$ cat src/rtl/mmio_timer_pkg.sv
`default_nettype none
// ============================================================================
// Module      : mmio_timer_pkg
// Description : Shared encodings for the memory-mapped countdown timer:
//               FSM states, register offsets, CTRL bit fields, timer modes.
// Revision    : 1.0 - initial release
// ============================================================================
package mmio_timer_pkg;

  // Timer sequencing states
  typedef enum logic [1:0] {
    ST_IDLE = 2'd0,
    ST_LOAD = 2'd1,
    ST_CNT  = 2'd2,
    ST_INT  = 2'd3
  } state_t;

  // Word offsets within the 16-byte window (addr[3:2])
  localparam logic [1:0] OFF_CTRL   = 2'd0;
  localparam logic [1:0] OFF_PRESET = 2'd1;
  localparam logic [1:0] OFF_COUNT  = 2'd2;
  localparam logic [1:0] OFF_RSVD   = 2'd3;

  // CTRL register fields
  localparam int CTRL_EN      = 0;
  localparam int CTRL_MODE_LO = 1;
  localparam int CTRL_MODE_HI = 2;
  localparam int CTRL_IM      = 3;
  localparam int CTRL_W       = 4;

  // Timer modes; the unused encodings 1x behave as one-shot
  localparam logic [1:0] MODE_ONESHOT = 2'b00;
  localparam logic [1:0] MODE_RELOAD  = 2'b01;

  // Only the exact auto-reload encoding reloads; everything else is one-shot
  function automatic logic is_reload(input logic [1:0] mode);
    return (mode == MODE_RELOAD);
  endfunction

endpackage : mmio_timer_pkg
`default_nettype wire

$ cat src/rtl/mmio_timer_byte_merge.sv
`default_nettype none
// ============================================================================
// Module      : byte_merge
// Description : Per-byte-lane write merge. Each lane of the result takes the
//               new data when its byte enable is set, otherwise the old data.
// Revision    : 1.0 - initial release
// ============================================================================
module byte_merge #(
  parameter int DATA_W = 32
) (
  input  logic [DATA_W-1:0]   old_data,
  input  logic [DATA_W-1:0]   new_data,
  input  logic [DATA_W/8-1:0] byteen,
  output logic [DATA_W-1:0]   merged
);

  localparam int LANES = DATA_W / 8;

  // One multiplexer per byte lane
  for (genvar i = 0; i < LANES; i++) begin : g_lane
    assign merged[8*i +: 8] = byteen[i] ? new_data[8*i +: 8] : old_data[8*i +: 8];
  end

endmodule : byte_merge
`default_nettype wire

$ cat src/rtl/mmio_timer.sv
`default_nettype none
// ============================================================================
// Module      : mmio_timer
// Description : Memory-mapped countdown timer. CTRL/PRESET/COUNT registers in
//               a 16-byte window, a four-state sequencer that loads PRESET and
//               counts COUNT down to zero, and an interrupt request masked by
//               CTRL.IM. Reads are combinational; writes land on the clock edge.
// Revision    : 1.0 - initial release
// ============================================================================
module mmio_timer
  import mmio_timer_pkg::*;
#(
  parameter int                DATA_W  = 32,
  parameter logic [DATA_W-1:0] RSVD_RD = '0
) (
  input  logic                clk,
  input  logic                reset,
  input  logic [29:0]         addr,
  input  logic [DATA_W/8-1:0] byteen,
  input  logic [DATA_W-1:0]   wdata,
  output logic [DATA_W-1:0]   rdata,
  output logic                irq
);

  // --------------------------------------------------------------------------
  // Architectural state
  // --------------------------------------------------------------------------
  state_t              state;
  state_t              state_nxt;
  logic [CTRL_W-1:0]   ctrl;
  logic [DATA_W-1:0]   preset;
  logic [DATA_W-1:0]   count;
  logic                int_flag;

  // Sequencer outputs, computed from the pre-write register values
  logic [DATA_W-1:0]   count_nxt;
  logic                fsm_en_clear;
  logic                fsm_flag_set;
  logic                fsm_flag_ack;

  // Write decode and merged register images
  logic                wr_any;
  logic                wr_ctrl;
  logic                wr_preset;
  logic [CTRL_W-1:0]   ctrl_fsm;
  logic [DATA_W-1:0]   ctrl_merged;
  logic [DATA_W-1:0]   preset_merged;
  logic [CTRL_W-1:0]   ctrl_nxt;
  logic [DATA_W-1:0]   preset_nxt;
  logic                int_flag_nxt;

  logic                ctrl_en;
  logic [1:0]          ctrl_mode;

  assign ctrl_en   = ctrl[CTRL_EN];
  assign ctrl_mode = ctrl[CTRL_MODE_HI:CTRL_MODE_LO];

  // --------------------------------------------------------------------------
  // Write decode: only addr[3:2] selects a register; the bridge has already
  // qualified byteen with the device select.
  // --------------------------------------------------------------------------
  assign wr_any    = |byteen;
  assign wr_ctrl   = wr_any && (addr[1:0] == OFF_CTRL);
  assign wr_preset = wr_any && (addr[1:0] == OFF_PRESET);

  // Sequencer next state and the register effects it requests
  always_comb begin
    state_nxt    = state;
    count_nxt    = count;
    fsm_en_clear = 1'b0;
    fsm_flag_set = 1'b0;
    fsm_flag_ack = 1'b0;
    unique case (state)
      ST_IDLE: begin
        if (ctrl_en) state_nxt = ST_LOAD;
      end
      ST_LOAD: begin
        count_nxt = preset;
        state_nxt = ST_CNT;
      end
      ST_CNT: begin
        if (!ctrl_en) begin
          // Disabled mid-count: freeze COUNT where it is
          state_nxt = ST_IDLE;
        end else if (count > DATA_W'(1)) begin
          count_nxt = count - DATA_W'(1);
        end else begin
          // Terminal count (also covers PRESET=0); never wraps below zero
          count_nxt    = '0;
          fsm_flag_set = 1'b1;
          state_nxt    = ST_INT;
        end
      end
      ST_INT: begin
        if (is_reload(ctrl_mode)) begin
          fsm_flag_ack = 1'b1;
        end else begin
          fsm_en_clear = 1'b1;
        end
        state_nxt = ST_IDLE;
      end
      default: state_nxt = ST_IDLE;
    endcase
  end

  // CTRL as the sequencer leaves it, before any CPU write is layered on top
  always_comb begin
    ctrl_fsm = ctrl;
    if (fsm_en_clear) ctrl_fsm[CTRL_EN] = 1'b0;
  end

  // CPU writes merge over the sequencer's result, so written lanes win
  byte_merge #(.DATA_W(DATA_W)) u_merge_ctrl (
    .old_data (DATA_W'(ctrl_fsm)),
    .new_data (wdata),
    .byteen   (byteen),
    .merged   (ctrl_merged)
  );

  byte_merge #(.DATA_W(DATA_W)) u_merge_preset (
    .old_data (preset),
    .new_data (wdata),
    .byteen   (byteen),
    .merged   (preset_merged)
  );

  assign ctrl_nxt   = wr_ctrl   ? ctrl_merged[CTRL_W-1:0] : ctrl_fsm;
  assign preset_nxt = wr_preset ? preset_merged           : preset;

  // Interrupt flag: a terminal-count set beats a CPU-write clear
  always_comb begin
    int_flag_nxt = int_flag;
    if (fsm_flag_set) begin
      int_flag_nxt = 1'b1;
    end else if (wr_ctrl || wr_preset) begin
      int_flag_nxt = 1'b0;
    end else if (fsm_flag_ack) begin
      int_flag_nxt = 1'b0;
    end
  end

  // Register update; reset overrides both sequencer and CPU writes
  always_ff @(posedge clk) begin
    if (reset) begin
      state    <= ST_IDLE;
      ctrl     <= '0;
      preset   <= '0;
      count    <= '0;
      int_flag <= 1'b0;
    end else begin
      state    <= state_nxt;
      ctrl     <= ctrl_nxt;
      preset   <= preset_nxt;
      count    <= count_nxt;
      int_flag <= int_flag_nxt;
    end
  end

  // Zero-latency read mux on addr[3:2]
  always_comb begin
    rdata = RSVD_RD;
    unique case (addr[1:0])
      OFF_CTRL:   rdata = DATA_W'(ctrl);
      OFF_PRESET: rdata = preset;
      OFF_COUNT:  rdata = count;
      OFF_RSVD:   rdata = RSVD_RD;
      default:    rdata = RSVD_RD;
    endcase
  end

  assign irq = int_flag & ctrl[CTRL_IM];

  // Address bits above the window and CTRL lanes beyond bit 3 carry no state
  logic unused_bits;
  assign unused_bits = ^{addr[29:2], ctrl_merged[DATA_W-1:CTRL_W]};

endmodule : mmio_timer
`default_nettype wire

$ cat config.mk
export PLATFORM = sky130hd
export DESIGN_NAME = mmio_timer
export DESIGN_NICKNAME = d
export VERILOG_FILES = /design/src/rtl/mmio_timer_pkg.sv /design/src/rtl/mmio_timer_byte_merge.sv /design/src/rtl/mmio_timer.sv
export SDC_FILE = /design/constraint.sdc
export NUM_CORES = 1
export LEC_CHECK = 0
export BUFFER_PORTS_ARGS = -buffer_cell sky130_fd_sc_hd__buf_2
export CAP_MARGIN = 0
export CORE_MARGIN = 5
export CORE_UTILIZATION = 45
export CTS_CLUSTER_DIAMETER = 100
export DETAILED_ROUTE_END_ITERATION = 10
export HOLD_SLACK_MARGIN = 0.02
export PLACE_DENSITY = 0.8
export REMOVE_ABC_BUFFERS = 1
export SKIP_CTS_REPAIR_TIMING = 1
export SYNTH_ARGS = -nofsm -noshare
export SYNTH_HDL_FRONTEND = slang
export SYNTH_SLANG_ARGS = --single-unit
$ cat constraint.sdc
create_clock -name clk -period 2.55 [get_ports clk]
set_input_delay 0.1275 -clock clk [delete_from_list [all_inputs] [get_ports clk]]
set_output_delay 0.1275 -clock clk [all_outputs]
set_load 0.005 [all_outputs]
-- Yosys cells after proc, flatten, opt, wreduce, memory -nomap -nowiden
Cells that the tools add are included.
- flip-flop bits (word level): 71
- input bits: 68
- output and inout bits: 33
- logic and storage cells: 58
- $add $sub $neg: 1
- $lt $le $gt $ge: 1
- equality and inequality tests: 10
- muxes and demuxes: 21
- bitwise gates (word level): 1
- reduce and logical (&&, ||, !) cells: 15
- operator list (cell ; count):
    $pmux W32 S4 ; 1
    $mux W32 ; 2
    $pmux W32 S2 ; 1
    $gt A32 B1 Y1 const B ; 1
    $sub A32 B1 Y32 const B ; 1
    $reduce_and A2 Y1 ; 7
    $mux W1 ; 13
    $eq A2 B2 Y1 const B ; 4
    $pmux W2 S4 ; 1
    $eq A2 B1 Y1 const B ; 3
    $mux W2 ; 3
    $logic_not A2 Y1 ; 2
    $ne A2 B2 Y1 const B ; 2
    $reduce_or A4 Y1 ; 1
    $ne A3 B3 Y1 const B ; 1
    $reduce_bool A3 Y1 ; 1
    $logic_and A1 B1 Y1 ; 2
    $reduce_bool A2 Y1 ; 1
    $and A1 B1 Y1 ; 1
    $logic_or A1 B1 Y1 ; 1

-- Longest topological paths before layout
Gate-level depths: netlist (run 1).
- depth in word-level cells: 6
- depth in mapped cells: 8
- depth with buffers taken out: 7

-- By module
From an unflattened synthesis (run 1), not the netlist that was laid out.
- cell total of the unflattened synthesis: 620
- area, all modules: 5220.0 um^2
- modules (own cells, without submodules) (module ; times used ; cells an instance ; area an instance (um^2) ; sequential area each (um^2)):
    mmio_timer ; 1 ; 548 ; 4169.0 ; 1421.4
    byte_merge ; 2 ; 36 ; 525.5 ; 0.0

-- Least setup slack after synthesis (run 1)
Ideal clock, no wire load.
- path kind: flip-flop to flip-flop
- start: register count[0]
- end: register count[29]
- setup time: 0.103 ns
- arrival time: 2.467 ns
- data required time: 2.447 ns
- setup slack: -0.021 ns
- cell stages (with the launch flop): 8
- buffers on the path: 2
- period minus slack after synthesis: 2.571 ns
- cells stage by stage: dfxtp_1 or4_4 or4_4 buf_6 or3_4 buf_6 o211a_1 a2111oi_2
- cells in the longest elaborated chain, start to end: 4
- elaborated cells on any way between the ends: 5
- those cells by class: add/sub (1); order compare (1); mux (3)
- RTL lines (item ; RTL line ; text):
    start: declaration ; mmio_timer.sv:32 ; logic [DATA_W-1:0] count;
    start signal: assignment ; mmio_timer.sv:154 ; count <= count_nxt;
    $sub A32 B1 Y32 or $gt A32 B1 Y1 (tied branches) ; mmio_timer.sv:86, mmio_timer.sv:85 ;
    $mux W32 (*) ; mmio_timer.sv:85 ; end else if (count > DATA_W'(1)) begin
    $mux W32 (*) ; mmio_timer.sv:82 ; if (!ctrl_en) begin
    $pmux W32 S2 (*) ; mmio_timer.sv:73 ; unique case (state)
Mark *: on every way between the ends. The rest lies on a longest branch, timed or not. The select of a mux whose other input is x is not followed.
A chain may end at the register's enable or synchronous reset.

-- Worst setup path after layout (run 1)
- start: register count[1]
- end: register count[27]
Same word-level chain as after synthesis.

==> impl_metrics.py, run 1 <==
metrics = {
    "outcome": {
        "outcome": "completed",
    },
    "detailed_routing": {
        "dr.pass1.iters": 5,
        "drt_iter0_drc": 259,
        "drcViolationCount": 0,
        "vias_per_cell": 6.168,
        "wl_mm": 12.26,
        "ant_nets": 0,
        "vias": 4478,
        "routedWlPerCell_um": 16.89,
    },
    "power": {
        "total_power_uw": 2484,
        "switchingPower_uw": 811.5,
        "p_per_area_nw_per_um2": 509.3,
        "cellInternalPower_uw": 1672,
        "p_clk_share_pct": 32.8,
        "power_leakage_uw": 0.001927,
        "comb_power_share_pct": 20.0,
        "switching_share_pct": 32.67,
        "pwr-share-seq_pct": 47.3,
        "ir_drop_v": 0.0002930,
    },
    "logic_synthesis": {
        "async_flop_share_pct": 0,
        "synth_seq_area_share_pct": 34.12,
        "synth-simple-area-share_pct": 24.15,
        "synthFlopType": "dfxtp_1",
        "synth_fa_ha_area_share_pct": 0.6008,
        "synth_edf_count": 0,
        "synth_top_family_by_area": "compound AO/OA/AOI/OAI gates",
        "synth_compound_area_share_pct": 32.41,
        "syn-cell-area_um2": 4165,
        "avgSynthCellArea_um2": 7.629,
        "synth_mux_area_share_pct": 1.682,
        "synthCells": 546,
        "synthXorXnorAreaFrac_pct": 0,
        "ys_ff_latch": 71,
        "yosysWarnings": 0,
        "ys_types": 55,
    },
    "sta": {
        "rsz0062_at_grt": "true",
        "max_freq_ghz": 0.4050,
        "final.min_clock_period_ns": 2.469,
        "finalHoldViolCount": 0,
        "slew_violations": 0,
        "relSlewSlack_pct": 15.46,
        "min_period_over_period_pct": 96.83,
        "skew_ns": 0.01189,
        "setup_viol": 0,
        "worst_slew_pin_slew_ns": 1.268,
    },
    "floorplan": {
        "fp.dieW_um": 106.2,
        "fp.dieH_um": 106.2,
        "initial_core_util_pct": 45.51,
        "die-area_um2": 11280,
        "num_io_pins": 101,
        "core_area_um2": 9153,
        "row_count": 35,
    },
    "global_route": {
        "grt-ovfl-total": 0,
        "grt_max_degree": 46,
        "grtUsageTotal_pct": 21.37,
        "grt_pass1_wl_mm": 19.98,
        "grt_pass1_vias": 4218,
        "antenna_found_initial": 0,
    },
    "worst_setup_path": {
        "cpMostUsedCell": "or4_4",
        "cpPeakStageDelay_ns": 0.55,
        "cp_max_fo": 9,
        "critPathKind": "reg2reg",
        "cp-start-kind": "flop",
        "crit_slowest_cell": "or4_4",
        "crit_required_ns": 2.79,
        "critPathCaptureType": "flop",
        "arrival_ns": 2.71,
        "path_cells": "or4_4, or4_4, or3_4, o211a_1, a2111oi_2",
    },
    "final_layout": {
        "synthToLayoutAreaGrowth_pct": 17.09,
        "drive_above_1_share_pct": 21.14,
        "diodes": 0,
        "n_fill_cell": 907,
        "fin_cells": 726,
        "nNetsFinal": 680,
    },
    "clock_tree": {
        "htreeDepth": 3,
        "clockBufferDepth": 2,
        "cts_tree": "done",
        "clockRootBuffer": "clkbuf_8",
        "cts_made_buffers": 9,
        "numClockSinks": 71,
        "clk_pin_slew_ns": 0.09,
        "clk_latency_ns": 0.36,
    },
    "place": {
        "io_buffers": 72,
        "dpl.hpwl_mm": 8.436,
        "gp_congestion": 0.8613,
        "dpl.cell_count": 702,
    },
    "job": {
        "maxCapViolations": 0,
    },
    "min_path": {
        "hold_class": "in2reg",
    },
}
-- state kept, by name, summed over array words and instances (netlist names) --
signal	cells
int_flag	1
preset	32
count	32
ctrl	4
state	2
-- worst max-delay path, delay by kind of cell (launching register included) --
kind | cells | cell delay (ns)
flops | 1 | 0.34
simple gates | 3 | 1.43
compound gates | 2 | 0.58
-- cells by family (layout without fill, tap and decap cells) --
group,Yosys count,in the layout
AOI/OAI and AO/OA,199,199
adders and majority gates,2,2
buffers and inverters,65,134
DFF,71,71
muxes,7,7
and+or+nand+nor,202,202
-- layer usage --
metal	vias up	track usage (%)	share of wire, %	routed length, µm
met5	-	0	0	0
met4	0	6.198	1.5	182
met3	21	3.400	5.6	692
met2	172	37.51	50	6120
met1	2122	26.93	43	5265
li1	2163	-	-	-
-- power groups by stage --
stage,Clock (µW),Sequential (µW),Combinational [µW]
final,814,1170,496
after floorplan,0,1190,276
after CTS,819,1170,477
after detailed placement,0,1200,473
after global routing,873,1180,545
after global placement,0,1200,459
-- cells in the final DEF (no fill, tap or decap), drive strengths merged, types with 2 or more instances in the layout --
master	netlist	layout
a21o	2	2
nor2	34	34
o21ai	44	44
dlygate4sd3	0	8
nand4	7	7
o311ai	5	5
inv	16	16
a21oi	57	57
nor3b	2	2
or2	3	3
ha	2	2
o2bb2ai	2	2
a211oi	22	22
o211a	4	4
or4	5	5
nand2b	2	2
nand3	55	55
clkbuf	45	9
clkinvlp	0	3
clkinv	0	4
nor4	13	13
or2b	2	2
o21a	3	3
or3	4	4
o211ai	8	8
nand2	59	59
dfxtp	71	71
nor3	6	6
o31a	3	3
nor2b	4	4
a22o	28	28
mux2i	7	7
buf	4	94
o31ai	3	3
a2111oi	5	5
nand3b	4	4
a221oi	6	6
-- worst paths after layout --
check / startpoint / endpoint / slack [ns] / cells past startpoint
worst min-delay path: wdata[21] / preset[21]$_SDFFE_PP0P_ / 0.009 / 3
worst max-delay path: count[1]$_SDFFE_PP0P_ / count[27]$_SDFFE_PP0P_ / 0.08 / 5
worst max register to register: count[1]$_SDFFE_PP0P_ / count[27]$_SDFFE_PP0P_ / 0.08 / 5
worst min register to register: preset[1]$_SDFFE_PP0P_ / preset[1]$_SDFFE_PP0P_ / 0.47 / 2
-- stage by stage --
stage	TNS [ns]	area, µm²	util [%]	setup WS [ns]	hold slack, ns
after detailed placement	0	4619	50.47	0.07996	0.3830
final	0	4877	53.29	0.08086	0.009047
after floorplan	-31.89	3933	-	-0.7230	0.1966
after global routing	-0.01488	4877	53.29	-0.01488	0.02097
after CTS	0	4793	52.37	0.05658	0.004829
after global placement	0	4619	50.47	0.1320	0.3805
-- Yosys cell counts, types with 4 or more instances --
cell	number	area share [%]
nor2b_1	4	0.60
o211ai_1	8	1.4
a21oi_1	57	6.8
nor4_1	11	1.7
o211a_1	4	0.96
nand3_1	55	6.6
a22o_1	28	5.9
inv_1	16	1.4
clkbuf_1	42	3.8
mux2i_1	7	1.7
dfxtp_1	71	34
o311ai_1	4	0.84
a2111oi_2	4	1.4
a221oi_1	6	1.3
nor3_1	6	0.72
o21ai_0	44	5.3
nand4_1	7	1.1
a211oi_1	22	4.0
nor2_1	34	3.1
nand2_1	59	5.3
-- area by class of cell --
cell class	instances	area, µm²	share of cell area, %
Clock inverter	7	50.05	1.026
Tap cell	111	138.9	2.848
Timing Repair Buffer	102	618.1	12.67
Clock buffer	9	123.9	2.540
Multi-Input combinational cell	410	2465	50.54
Inverter	16	60.06	1.231
Sequential cell	71	1421	29.14
No activity file was read; power rests on OpenSTA's default activity.
==> run 2: changes to the inputs <==
clock period = 2.04 ns   (was 2.55 ns; I/O delays follow)
==> run 2 against run 1 <==
The flow now finishes with violations (hold timing, setup timing). Sequential share of layout area decreased by 4.3 points. Highest routed layer unchanged. Critical path depth unchanged. Clock skew fell by 0.00053 ns. Maximum frequency rose by 0.36%. Global-route usage rose by 2.0 points. Combinational power rose by 90%. Non-clock buffer count increased by 55. Critical path type unchanged. Worst setup slack got worse by 0.50 ns. Total power up 53%. Core utilization up 9.3 points. Clock power grew 71%. Clock-buffer cell count is 2 higher.
==> impl_metrics.py, run 2 (same netlist as run 1, synthesis figures left out) <==
metrics = {
    "floorplan": {
        "initial_core_util_pct": 45.51,
        "core_area_um2": 9153,
        "fp.dieH_um": 106.2,
        "num_io_pins": 101,
        "row_count": 35,
        "fp.dieW_um": 106.2,
        "die-area_um2": 11280,
    },
    "sta": {
        "relSlewSlack_pct": 61.18,
        "min_period_over_period_pct": 120.6,
        "setup_viol": 22,
        "hold_ws_ns": -0.003405,
        "slew_violations": 0,
        "skew_ns": 0.01136,
        "finalHoldViolCount": 3,
        "worst_slew_pin_slew_ns": 0.5823,
        "rsz0062_at_grt": "true",
        "max_freq_ghz": 0.4065,
        "final.min_clock_period_ns": 2.460,
        "fin_ws_ns": -0.4202,
        "setup_tns_ns": -2.752,
    },
    "global_route": {
        "grt_max_degree": 69,
        "grt_pass1_wl_mm": 21.85,
        "antenna_found_initial": 0,
        "grt-ovfl-total": 0,
        "grt_pass1_vias": 4668,
        "grtUsageTotal_pct": 23.36,
    },
    "detailed_routing": {
        "wl_met2_mm": 7.581,
        "drcViolationCount": 0,
        "vias_per_cell": 6.384,
        "ant_nets": 0,
        "dr.pass1.iters": 5,
        "drt_iter0_drc": 538,
        "wl_mm": 14.98,
        "vias": 4992,
        "routedWlPerCell_um": 19.15,
        "top_layer_used": "met4",
        "wl_met1_mm": 5.798,
        "met3WireLength_mm": 1.061,
    },
    "min_path": {
        "min_from": "wdata[19]",
        "hold_class": "in2reg",
        "holdPathEnd": "preset[19]$_SDFFE_PP0P_",
        "holdPathStages": 3,
    },
    "job": {
        "maxCapViolations": 0,
    },
    "worst_setup_path": {
        "worstReg2RegEnd": "count[25]$_SDFFE_PP0P_",
        "critPathCaptureType": "flop",
        "r2r_slack_ns": -0.42,
        "reg2reg_from": "count[0]$_SDFFE_PP0P_",
        "reg2reg_depth": 5,
        "crit_required_ns": 2.29,
        "cp_max_fo": 5,
        "cp-start-kind": "flop",
        "critPathKind": "reg2reg",
        "arrival_ns": 2.71,
    },
    "clock_tree": {
        "htreeDepth": 3,
        "numClockSinks": 71,
        "cts_made_buffers": 9,
        "cts_tree": "done",
        "clockBufferDepth": 2,
        "clk_pin_slew_ns": 0.08,
        "clk_latency_ns": 0.36,
        "clockRootBuffer": "clkbuf_8",
    },
    "power": {
        "p_clk_share_pct": 36.5,
        "switching_share_pct": 30.37,
        "p_per_area_nw_per_um2": 661.9,
        "pwr-share-seq_pct": 38.6,
        "total_power_uw": 3793,
        "ir_drop_v": 0.0004383,
        "power_leakage_uw": 0.002289,
        "cellInternalPower_uw": 2641,
        "switchingPower_uw": 1152,
        "comb_power_share_pct": 24.9,
    },
    "outcome": {
        "outcome": "complete, but fails checks",
        "violations": "hold timing, setup timing",
    },
    "final_layout": {
        "n_fill_cell": 775,
        "top_regs": "count: 32 flops, preset: 32 flops, ctrl: 4 flops",
        "diodes": 0,
        "final_common_cell": "buf_2",
        "layout_common_cells": "buf_2 (72), dfxtp_1 (68), nand2_1 (59)",
        "synthToLayoutAreaGrowth_pct": 37.58,
        "drive_above_1_share_pct": 31.15,
        "nNetsFinal": 736,
    },
    "place": {
        "gp_congestion": 0.9276,
        "io_buffers": 72,
        "dpl.hpwl_mm": 9.229,
    },
}
==> run 2: area by class of cell <==
cell class | instances | area [µm²] | area share [%]
clock buffers | 11 | 131.4 | 2.293
inverters | 16 | 65.06 | 1.135
well taps | 111 | 138.9 | 2.424
clock inverters | 5 | 106.4 | 1.856
multi-input cells | 411 | 2749 | 47.97
repair buffers | 157 | 1115 | 19.45
flip-flops and latches | 71 | 1425 | 24.87
==> run 2: worst max path at each step <==
stage | start | slack, ns | endpoint
after detailed placement | count[0]$_SDFFE_PP0P_ | -0.37 | count[31]$_SDFFE_PP0P_
final | count[0]$_SDFFE_PP0P_ | -0.42 | count[25]$_SDFFE_PP0P_
after CTS | count[1]$_SDFFE_PP0P_ | -0.38 | count[26]$_SDFFE_PP0P_
after global routing | count[1]$_SDFFE_PP0P_ | -0.47 | count[25]$_SDFFE_PP0P_
after global placement | count[0]$_SDFFE_PP0P_ | -0.32 | count[31]$_SDFFE_PP0P_
after floorplan | addr[1] | -1.21 | preset[0]$_SDFFE_PP0P_
==> run 2: power groups by stage <==
stage | clock [µW] | sequential (µW) | combinational, µW
6_report | 1390 | 1460 | 944
5_1_grt | 1440 | 1470 | 994
4_1_cts | 1390 | 1460 | 709
3_5_place_dp | 0 | 1490 | 702
3_3_place_gp | 0 | 1490 | 682
2_1_floorplan | 0 | 1490 | 345
==> run 2: worst max-delay path, cell delays in order (launching register included) <==
cell       delay, ns
dfxtp_2         0.33
or4_4           0.53
or4_4           0.46
or3_4           0.44
o211a_1         0.26
a2111oi_4       0.34
==> run 2: per-layer routing <==
| layer | track usage [%] | up-vias |
|---|---|---|
| li1 | - | 2285 |
| met1 | 28.29 | 2360 |
| met2 | 41.45 | 281 |
| met3 | 3.279 | 66 |
| met4 | 9.343 | 0 |
| met5 | 0 | - |
==> run 2: through the flow <==
stage | utilization (%) | instance area [µm²] | setup slack (ns) | cells
floorplan | - | 3933 | -1.207 | 497
global placement | 53.81 | 4925 | -0.3230 | 741
detailed placement | 53.81 | 4925 | -0.3668 | 741
CTS | 56.40 | 5162 | -0.3785 | 757
global route | 62.61 | 5731 | -0.4739 | 782
finish | 62.61 | 5731 | -0.4202 | 782
==> run 3: changes to the inputs <==
BUFFER_PORTS_ARGS = -buffer_cell sky130_fd_sc_hd__clkbuf_2   (was -buffer_cell sky130_fd_sc_hd__buf_2)
==> run 3 against run 2 <==
The run still ends with hold timing, setup timing left. Clock power decreased by 7%. Worst setup slack got worse by 0.021 ns. Via count up 0.70%. Total power shrank 1.2%. Routed wire length down 0.58%. Worst hold slack got worse by 0.022 ns. Critical path type unchanged.
==> impl_metrics.py, run 3 (same netlist as run 1, synthesis figures left out) <==
metrics = {
    "detailed_routing": {
        "vias": 5027,
        "wl_mm": 14.89,
        "drcViolationCount": 0,
        "drt_iter0_drc": 519,
        "vias_per_cell": 6.331,
        "ant_nets": 0,
        "routedWlPerCell_um": 18.75,
        "dr.pass1.iters": 5,
    },
    "power": {
        "power_leakage_uw": 0.002318,
        "total_power_uw": 3748,
        "comb_power_share_pct": 26.5,
        "switchingPower_uw": 1161,
        "switching_share_pct": 30.99,
        "pwr-share-seq_pct": 39.1,
        "cellInternalPower_uw": 2586,
        "p_clk_share_pct": 34.5,
        "p_per_area_nw_per_um2": 640.1,
        "ir_drop_v": 0.0007716,
    },
    "clock_tree": {
        "clk_latency_ns": 0.37,
        "clockRootBuffer": "clkbuf_8",
        "clockBufferDepth": 2,
        "clk_pin_slew_ns": 0.08,
        "cts_tree": "done",
        "numClockSinks": 71,
        "cts_made_buffers": 9,
        "htreeDepth": 3,
    },
    "place": {
        "io_buffers": 72,
        "gp_congestion": 0.9447,
        "dpl.cell_count": 743,
        "dpl.hpwl_mm": 9.107,
        "place_area_um2": 4952,
    },
    "sta": {
        "setup_tns_ns": -3.844,
        "fin_ws_ns": -0.4409,
        "setup_viol": 19,
        "worst_slew_pin_slew_ns": 0.5839,
        "slew_violations": 0,
        "relSlewSlack_pct": 61.08,
        "max_freq_ghz": 0.4031,
        "rsz0062_at_grt": "true",
        "finalHoldViolCount": 2,
        "skew_ns": 0.006743,
        "final.min_clock_period_ns": 2.481,
        "min_period_over_period_pct": 121.6,
        "hold_ws_ns": -0.02585,
    },
    "min_path": {
        "hold_class": "in2reg",
    },
    "worst_setup_path": {
        "critPathCaptureType": "flop",
        "arrival_ns": 2.71,
        "crit_required_ns": 2.27,
        "cp-start-kind": "flop",
        "path_cells": "or4_4, or4_4, or3_4, o311ai_4, a2111oi_4",
        "critical_path_buf_inv_count": 0,
        "critPathKind": "reg2reg",
        "cpMostUsedCell": "or4_4",
        "crit_slowest_cell": "or4_4",
        "cpPeakStageDelay_ns": 0.59,
        "critical_path.top_delay_family": "simple AND/OR/NAND/NOR gates",
        "cp_max_fo": 4,
    },
    "floorplan": {
        "fp.dieH_um": 106.2,
        "num_io_pins": 101,
        "core_area_um2": 9153,
        "row_count": 35,
        "fp.dieW_um": 106.2,
        "die-area_um2": 11280,
        "initial_core_util_pct": 45.51,
    },
    "final_layout": {
        "diodes": 0,
        "n_fill_cell": 735,
        "synthToLayoutAreaGrowth_pct": 40.55,
        "final_area_um2": 5854,
        "top_regs": "count: 32 flops, preset: 32 flops, ctrl: 4 flops",
        "final_common_cell": "clkbuf_2",
        "layout_common_cells": "clkbuf_2 (72), dfxtp_1 (68), nand2_1 (59)",
        "nNetsFinal": 748,
        "fin_cells": 794,
        "drive_above_1_share_pct": 30.89,
    },
    "global_route": {
        "antenna_found_initial": 0,
        "grtUsageTotal_pct": 23.00,
        "grt_pass1_wl_mm": 21.60,
        "grt_pass1_vias": 4522,
        "grt-ovfl-total": 0,
        "grt_max_degree": 48,
        "grtUsageMet3_pct": 3.764,
        "top_usage_layer": "met2",
        "grt_util_met1_pct": 28.01,
        "use_met2_pct": 39.19,
    },
    "outcome": {
        "outcome": "complete, but fails checks",
        "violations": "hold timing, setup timing",
    },
    "job": {
        "maxCapViolations": 0,
    },
}
[run 3: final timing paths]
kind                                 from                      end  slack, ns  cells after the start
setup / recovery    count[2]$_SDFFE_PP0P_   count[31]$_SDFFE_PP0P_      -0.44                      5
hold / removal                  wdata[25]  preset[25]$_SDFFE_PP0P_      -0.03                      3
hold reg to reg   preset[24]$_SDFFE_PP0P_  preset[24]$_SDFFE_PP0P_       0.47                      2
setup reg to reg    count[2]$_SDFFE_PP0P_   count[31]$_SDFFE_PP0P_      -0.44                      5
[run 3: worst register-to-register path, cell delays in order, from the launching register on]
cell and delay [ns]:
dfxtp_1 0.32, or4_4 0.53, or4_4 0.59, or3_4 0.46
o311ai_4 0.33, a2111oi_4 0.11
[run 3: through the flow]
step	setup WS, ns	utilization (%)	hold slack [ns]
2_1_floorplan	-1.207	-	0.1711
3_3_place_gp	-0.3204	54.11	0.3365
3_5_place_dp	-0.3905	54.11	0.3444
4_1_cts	-0.4161	56.54	-0.03863
5_1_grt	-0.4629	63.96	0.01035
6_report	-0.4409	63.96	-0.02585
[run 3: per-layer routing]
layer	routed length [µm]	share of wire, %	vias to the layer above
met5	0	0	-
met4	637	4.3	0
met3	1282	8.6	68
met2	7395	50	312
met1	5576	37	2343
li1	-	-	2304
[run 3: power by group through the flow]
stage	logic (µW)	clock network, µW	registers (µW)
final	993	1290	1460
after global routing	1050	1360	1470
after CTS	727	1290	1460
after floorplan	345	0	1490
after detailed placement	716	0	1490
after global placement	699	0	1490
[run 3: area by class of cell]
class,instances,area (µm²),share of cell area [%]
timing repair buffer,169,1257,21.48
sequential,71,1425,24.34
clock buffer,11,141.4,2.415
clock inverter,5,81.33,1.389
inverter,16,65.06,1.111
tap,111,138.9,2.372
multi-input combinational,411,2745,46.89
